<file path="src/rtl/mac_serial_param_if.sv">
// Handshake/data bundle between the datapath sequencer and the serial MAC.
// master: sequencer side (drives operands, start, clear); slave: MAC side.
// Widths must match the parameters of the mac_serial_param instance it feeds.
interface mac_serial_param_if #(
  parameter int DATA_W = 16,
  parameter int ACC_W  = 40,
  parameter int CNT_W  = $clog2(DATA_W) + 1
);
  logic [DATA_W-1:0] a_in;
  logic [DATA_W-1:0] b_in;
  logic              signed_mode;
  logic              mac_start;
  logic              acc_clear;
  logic              busy;
  logic              mac_done;
  logic [ACC_W-1:0]  mac_acc;
  logic [CNT_W-1:0]  bit_counter;
  logic              overflow;

  modport master (
    output a_in, b_in, signed_mode, mac_start, acc_clear,
    input  busy, mac_done, mac_acc, bit_counter, overflow
  );

  modport slave (
    input  a_in, b_in, signed_mode, mac_start, acc_clear,
    output busy, mac_done, mac_acc, bit_counter, overflow
  );
endinterface

</file>
<file path="src/rtl/mac_serial_param.sv">
// Bit-serial shift-add multiply-accumulate, signed/unsigned per operation.
// Latency: start accepted at edge N -> mac_acc updated, mac_done pulse after edge N+DATA_W+1.
// Backpressure: start is accepted only in IDLE or ACC (back-to-back); ignored while busy in RUN.
// Build option MAC_SAT_EN: saturating accumulate with sticky overflow (otherwise wrap, overflow=0).
module mac_serial_param #(
  parameter int DATA_W = 16,
  parameter int ACC_W  = 40,
  parameter int CNT_W  = $clog2(DATA_W) + 1
) (
  input  logic              clk,
  input  logic              reset,
  mac_serial_param_if.slave bus
);

  localparam int PW = 2 * DATA_W;
  localparam logic [CNT_W-1:0] LAST_BIT = CNT_W'(DATA_W - 1);

  typedef enum logic [1:0] {S_IDLE, S_RUN, S_ACC} state_t;

  state_t            r_state;
  state_t            w_state_nxt;
  logic [DATA_W-1:0] r_mcand;
  logic [DATA_W-1:0] r_mplier;
  logic              r_neg;
  logic              r_signed;
  logic [PW-1:0]     r_partial;
  logic [CNT_W-1:0]  r_cnt;
  logic              r_busy;
  logic              r_done;
  logic [ACC_W-1:0]  r_acc;
  logic              r_ovf;

  logic              w_accept;
  logic              w_a_neg;
  logic              w_b_neg;
  logic [DATA_W-1:0] w_a_mag;
  logic [DATA_W-1:0] w_b_mag;
  logic              w_bit;
  logic [PW-1:0]     w_addend;
  logic [PW-1:0]     w_prod;
  logic signed [PW-1:0] w_prod_s;
  logic [ACC_W-1:0]  w_prod_ext;
  logic [ACC_W-1:0]  w_base;
  logic [ACC_W-1:0]  w_acc_nxt;
  logic              w_ovf_nxt;

  // A new operation may start from IDLE or straight out of ACC.
  assign w_accept = bus.mac_start && ((r_state == S_IDLE) || (r_state == S_ACC));

  // Signed operands are reduced to magnitudes; the sign is re-applied once in ACC.
  // The most-negative value maps to 2^(DATA_W-1), which still fits unsigned.
  assign w_a_neg = bus.signed_mode & bus.a_in[DATA_W-1];
  assign w_b_neg = bus.signed_mode & bus.b_in[DATA_W-1];
  assign w_a_mag = w_a_neg ? -bus.a_in : bus.a_in;
  assign w_b_mag = w_b_neg ? -bus.b_in : bus.b_in;

  // Serial step: current multiplier bit selects the shifted multiplicand.
  assign w_bit    = |(r_mplier & (DATA_W'(1) << r_cnt));
  assign w_addend = {{DATA_W{1'b0}}, r_mcand} << r_cnt;

  // Final product with sign restored, then extended to accumulator width.
  assign w_prod   = r_neg ? -r_partial : r_partial;
  assign w_prod_s = w_prod;
  assign w_prod_ext = r_signed ? ACC_W'(w_prod_s) : ACC_W'(w_prod);

  // A clear coinciding with ACC zeroes the old value before the add.
  assign w_base = bus.acc_clear ? '0 : r_acc;

`ifdef MAC_SAT_EN
  logic [ACC_W:0] w_sum;
  logic           w_u_ovf;
  logic           w_s_ovf;

  assign w_sum   = {1'b0, w_base} + {1'b0, w_prod_ext};
  assign w_u_ovf = w_sum[ACC_W];
  assign w_s_ovf = (w_base[ACC_W-1] == w_prod_ext[ACC_W-1]) &&
                   (w_sum[ACC_W-1] != w_base[ACC_W-1]);

  // Clamp the add on overflow and raise the sticky flag.
  always_comb begin
    w_acc_nxt = w_sum[ACC_W-1:0];
    w_ovf_nxt = bus.acc_clear ? 1'b0 : r_ovf;
    if (r_signed && w_s_ovf) begin
      w_acc_nxt = w_prod_ext[ACC_W-1] ? {1'b1, {(ACC_W-1){1'b0}}}
                                      : {1'b0, {(ACC_W-1){1'b1}}};
      w_ovf_nxt = 1'b1;
    end else if (!r_signed && w_u_ovf) begin
      w_acc_nxt = '1;
      w_ovf_nxt = 1'b1;
    end
  end
`else
  assign w_acc_nxt = w_base + w_prod_ext;
  assign w_ovf_nxt = 1'b0;
`endif

  // State register.
  always_ff @(posedge clk or negedge reset) begin
    if (!reset) r_state <= S_IDLE;
    else        r_state <= w_state_nxt;
  end

  // Next-state: RUN for DATA_W cycles, one ACC cycle, then IDLE or chain into RUN.
  always_comb begin
    w_state_nxt = r_state;
    unique case (r_state)
      S_IDLE:  if (bus.mac_start) w_state_nxt = S_RUN;
      S_RUN:   if (r_cnt == LAST_BIT) w_state_nxt = S_ACC;
      S_ACC:   w_state_nxt = bus.mac_start ? S_RUN : S_IDLE;
      default: w_state_nxt = S_IDLE;
    endcase
  end

  // Operand capture, serial partial-product build, counter and busy/done flags.
  always_ff @(posedge clk or negedge reset) begin
    if (!reset) begin
      r_mcand   <= '0;
      r_mplier  <= '0;
      r_neg     <= 1'b0;
      r_signed  <= 1'b0;
      r_partial <= '0;
      r_cnt     <= '0;
      r_busy    <= 1'b0;
      r_done    <= 1'b0;
    end else begin
      r_done <= (r_state == S_ACC);
      if (w_accept) begin
        r_mcand   <= w_a_mag;
        r_mplier  <= w_b_mag;
        r_neg     <= w_a_neg ^ w_b_neg;
        r_signed  <= bus.signed_mode;
        r_partial <= '0;
        r_cnt     <= '0;
        r_busy    <= 1'b1;
      end else if (r_state == S_RUN) begin
        if (w_bit) r_partial <= r_partial + w_addend;
        r_cnt <= r_cnt + CNT_W'(1);
      end else if (r_state == S_ACC) begin
        r_cnt  <= '0;
        r_busy <= 1'b0;
      end
    end
  end

  // Accumulator and overflow: updated in ACC, otherwise only cleared.
  always_ff @(posedge clk or negedge reset) begin
    if (!reset) begin
      r_acc <= '0;
      r_ovf <= 1'b0;
    end else if (r_state == S_ACC) begin
      r_acc <= w_acc_nxt;
      r_ovf <= w_ovf_nxt;
    end else if (bus.acc_clear) begin
      r_acc <= '0;
      r_ovf <= 1'b0;
    end
  end

  assign bus.busy        = r_busy;
  assign bus.mac_done    = r_done;
  assign bus.mac_acc     = r_acc;
  assign bus.bit_counter = r_cnt;
  assign bus.overflow    = r_ovf;

endmodule

</file>
<file path="src/flat_wrapper.sv">
// flat-port wrapper written by rule: the top's interface ports become plain ports
module mac_serial_param_flat 
#(
  parameter int DATA_W = 16,
  parameter int ACC_W  = 40,
  parameter int CNT_W  = $clog2(DATA_W) + 1
)
  (clk, reset, bus_a_in, bus_b_in, bus_signed_mode, bus_mac_start, bus_acc_clear, bus_busy, bus_mac_done, bus_mac_acc, bus_bit_counter, bus_overflow);
  mac_serial_param_if #(.DATA_W(DATA_W), .ACC_W(ACC_W), .CNT_W(CNT_W)) bus_i ();
  input  logic clk;
  input  logic reset;
  input wire logic [$bits(bus_i.a_in)-1:0] bus_a_in;
  input wire logic [$bits(bus_i.b_in)-1:0] bus_b_in;
  input wire logic [$bits(bus_i.signed_mode)-1:0] bus_signed_mode;
  input wire logic [$bits(bus_i.mac_start)-1:0] bus_mac_start;
  input wire logic [$bits(bus_i.acc_clear)-1:0] bus_acc_clear;
  output wire logic [$bits(bus_i.busy)-1:0] bus_busy;
  output wire logic [$bits(bus_i.mac_done)-1:0] bus_mac_done;
  output wire logic [$bits(bus_i.mac_acc)-1:0] bus_mac_acc;
  output wire logic [$bits(bus_i.bit_counter)-1:0] bus_bit_counter;
  output wire logic [$bits(bus_i.overflow)-1:0] bus_overflow;
  assign bus_i.a_in = bus_a_in;
  assign bus_i.b_in = bus_b_in;
  assign bus_i.signed_mode = bus_signed_mode;
  assign bus_i.mac_start = bus_mac_start;
  assign bus_i.acc_clear = bus_acc_clear;
  assign bus_busy = bus_i.busy;
  assign bus_mac_done = bus_i.mac_done;
  assign bus_mac_acc = bus_i.mac_acc;
  assign bus_bit_counter = bus_i.bit_counter;
  assign bus_overflow = bus_i.overflow;
  mac_serial_param #(.DATA_W(DATA_W), .ACC_W(ACC_W), .CNT_W(CNT_W)) u_core (.clk(clk), .reset(reset), .bus(bus_i));
endmodule
</file>
<file path="config.mk">
export PLATFORM = sky130hd
export DESIGN_NAME = mac_serial_param_flat
export DESIGN_NICKNAME = d
export VERILOG_FILES = /design/src/rtl/mac_serial_param_if.sv /design/src/rtl/mac_serial_param.sv /design/src/flat_wrapper.sv
export SDC_FILE = /design/constraint.sdc
export NUM_CORES = 1
export LEC_CHECK = 0
export CORE_UTILIZATION = 54
export DETAILED_ROUTE_END_ITERATION = 12
export PLACE_DENSITY = 0.86
export REMOVE_ABC_BUFFERS = 1
export SLEW_MARGIN = 10
export SYNTH_ARGS = -nofsm -noshare
export SYNTH_HDL_FRONTEND = slang
export SYNTH_SLANG_ARGS = --single-unit
</file>
<file path="constraint.sdc">
create_clock -name clk -period 4.1 [get_ports clk]
set_input_delay 0.615 -clock clk [delete_from_list [all_inputs] [get_ports clk]]
set_output_delay 0.615 -clock clk [all_outputs]
set_load 0.03 [all_outputs]
</file>
==> impl_metrics.tcl <==
set metrics [dict create \
    first_global_vias 10400 \
    wl_um 36300 \
    critical_path.startpoint_type "flip-flop" \
    synth_top_area_share_pct 27.1 \
    clk_latency_ns 0.44 \
    power.density_mw_per_mm2 603 \
    portBuffers 83 \
    grt_antenna_before_repair 1 \
    violations "setup timing" \
    period_needed_ns 4.74 \
    vias_per_cell 6.43 \
    required_ns 4.41 \
    cts_max_level 4 \
    drv_cap 0 \
    grt_max_degree 60 \
    grt_first_pass_wirelength_um 51100 \
    placed_cell_area_mm2 0.0126 \
    pwr-share-comb_pct 61.8 \
    p_leak_nw 6.54 \
    p_clk_share_pct 19.5 \
    max_freq_mhz 211 \
    drc_errors 0 \
    crit_arrival_ns 5.05 \
    dr.pass1.iters 6 \
    rows 50 \
    crit_fanout 8 \
    dieArea_mm2 0.0202 \
    vias 11200 \
    place_ws_ns -0.281 \
    cts_root_buf "clkbuf_16" \
    path_class "reg -> reg" \
    switchingPower_mw 3.72 \
    die_w_um 142 \
    switching_share_pct 43.9 \
    setup_slack_ns -0.640 \
    avgRoutedWirePerCell_um 20.8 \
    cts_tree "yes" \
    design.core.area_mm2 0.0190 \
    post-route-util_pct 73.9 \
    most-common-layout-cells "buf_4 (150), nand2_1 (132), dfrtp_1 (114)" \
    clk_path_buf_depth 2 \
    hold_class "in -> async" \
    cts_buffers 17 \
    worst_slew_pin_slew_ns 0.603 \
    internal_power_mw 4.76 \
    hpwl_um 21300 \
    synth_edf_count 0 \
    fillers 1226 \
    ys_seq_elements 115 \
    final_common_cell "buf_4" \
    drt_iter0_markers 1254 \
    sequentialPowerShare_pct 18.8 \
    hold_viol 0 \
    finalCritPeriodShare_pct 116 \
    stdcell_area_mm2 0.0141 \
    hold_buffers 0 \
    synth_area_leaders "dfrtp_1 (27%), ha_1 (9.8%), xnor2_1 (7.6%), nand2_1 (4.8%), o21ai_0 (4.8%)" \
    fin_skew_ns 0.0152 \
    synthArstFlopShare_pct 100 \
    ys_warn_count 0 \
    netlist_area_mm2 0.0106 \
    drive_above_1_share_pct 24.2 \
    areaGrowthSynthToFinish_pct 32.4 \
    synth_cells 1260 \
    synthDistinctLibCells 88 \
    ant_nets 0 \
    maxSlewViolCount 0 \
    die_h_um 142 \
    io_pins 85 \
    grt_setup_unrepaired "yes" \
    outcome "complete, but fails checks" \
    path_clk_slew_ns 0.06 \
    setup_viol 20 \
    place.gp.congestion 0.962 \
    globalRouteTotalUtil_pct 31.8 \
    syn_avg_cell_area_um2 8.43 \
    end_kind "flip-flop" \
    grt_overflow_total 0 \
    synth_top_flop_cell "dfrtp_1" \
    slew_headroom_pct 59.5 \
    start_util_pct 55.8 \
    yosysTopAreaCell "dfrtp_1" \
    ir_drop_v 0.000344 \
    num-nets-final 1596 \
    clock-sinks 115 \
    synth_seq_area_share_pct 27.1 \
]
==> sequential cells by signal, summed over array words and instances (netlist names) <==
register and count:
u_core.bus.mac_acc 40, u_core.r_mcand 16, u_core.bus.mac_done 1, u_core.r_partial 32, u_core.r_mplier 16, u_core.bus.busy 1
u_core.r_signed 1, u_core.r_state 2, u_core.r_neg 1, u_core.bus.bit_counter 5
==> layer usage <==
layer / part of all wire [%] / vias to the layer above / global-route usage [%]
met5: 0 / - / 0
met4: 6.9 / 0 / 18.6
met3: 9.6 / 229 / 5.55
met2: 47 / 773 / 54.1
met1: 37 / 5253 / 37.7
li1: - / 4981 / -
==> power by group through the flow <==
| stage | clock network (mW) | registers, mW | logic (mW) |
|---|---|---|---|
| finish | 1.65 | 1.59 | 5.24 |
| global route | 1.70 | 1.61 | 5.57 |
| CTS | 1.64 | 1.57 | 4.55 |
| detailed placement | 0 | 1.58 | 4.32 |
| global placement | 0 | 1.56 | 4.15 |
| floorplan | 0 | 1.61 | 2.73 |
==> area by class of cell <==
class                   count  area [µm²]  share of cell area [%]
repair buffers            245        2100                    14.9
clock buffers              20         457                    3.25
diodes                      1        2.50                  0.0178
clock inverters            11         183                    1.30
multi-input cells        1057        7970                    56.7
flip-flops and latches    115        2880                    20.5
inverters                  38         143                    1.01
well taps                 260         325                    2.31
==> repair_timing <==
action | 4_1_cts | 5_1_grt
resized for setup | 53 | 94
cloned | 0 | 0
setup buffers | 5 | 23
setup endpoints to repair | 22 | 32
pin swaps | 27 | 55
==> Yosys cell counts, drive strengths merged, types with 15 or more instances <==
cell type / instances
a21o: 37
a21oi: 74
a31oi: 15
clkbuf: 42
dfrtp: 115
ha: 83
inv: 37
mux2: 34
mux2i: 44
nand2: 138
nand3: 26
nor2: 104
nor2b: 44
nor3: 16
o21ai: 104
o21bai: 16
o22ai: 17
o31ai: 17
xnor2: 93
xor2: 26
==> final timing paths <==
kind | startpoint | end | slack (ns) | depth (start not counted)
min reg2reg | u_core.r_mplier[2] | u_core.r_mplier[2] | 0.49 | 2
min | reset | u_core.bus.mac_acc[5] | 0.17 | 1
max | u_core.r_partial[2] | u_core.bus.mac_acc[37] | -0.64 | 17
max reg2reg | u_core.r_partial[2] | u_core.bus.mac_acc[37] | -0.64 | 17
min in group clk | u_core.r_mplier[2] | u_core.r_mplier[2] | 0.49 | 2
max in group asynchronous | reset | u_core.bus.mac_acc[32] | 3.00 | 2
==> cells by family after synthesis <==
family	share of synthesized area, %
simple gates	19.0
buf+inv	3.30
flops	27.1
mux	8.42
compound gates	22.1
xor+xnor	9.88
fa+ha+maj	10.2
other cells	0.0353
==> stage by stage <==
step | TNS, ns | cells | total power, mW | hold WS (ns)
detailed placement | -2.19 | 1687 | 5.90 | 0.476
global route | -9.90 | 1746 | 8.88 | 0.209
global placement | -0.561 | 1687 | 5.71 | 0.463
floorplan | -1.87 | 1210 | 4.34 | 0.319
CTS | -0.126 | 1723 | 7.76 | 0.194
finish | -7.25 | 1747 | 8.48 | 0.169
==> worst max-delay path, stage by stage (launching register included) <==
cell and delay (ns):
dfrtp_1 0.38, or4_4 0.57, buf_6 0.15, nor4_4 0.41, nand2_2 0.23, o21ai_1 0.25, xnor2_1 0.26, ha_1 0.29
a21o_1 0.14, a21o_1 0.13, a21o_1 0.23, o21bai_4 0.20, a22oi_2 0.15, o211ai_4 0.34, a21oi_1 0.15, a2111oi_2 0.43
a22oi_2 0.12, xnor2_1 0.17
(Power assumes the default switching activity.)
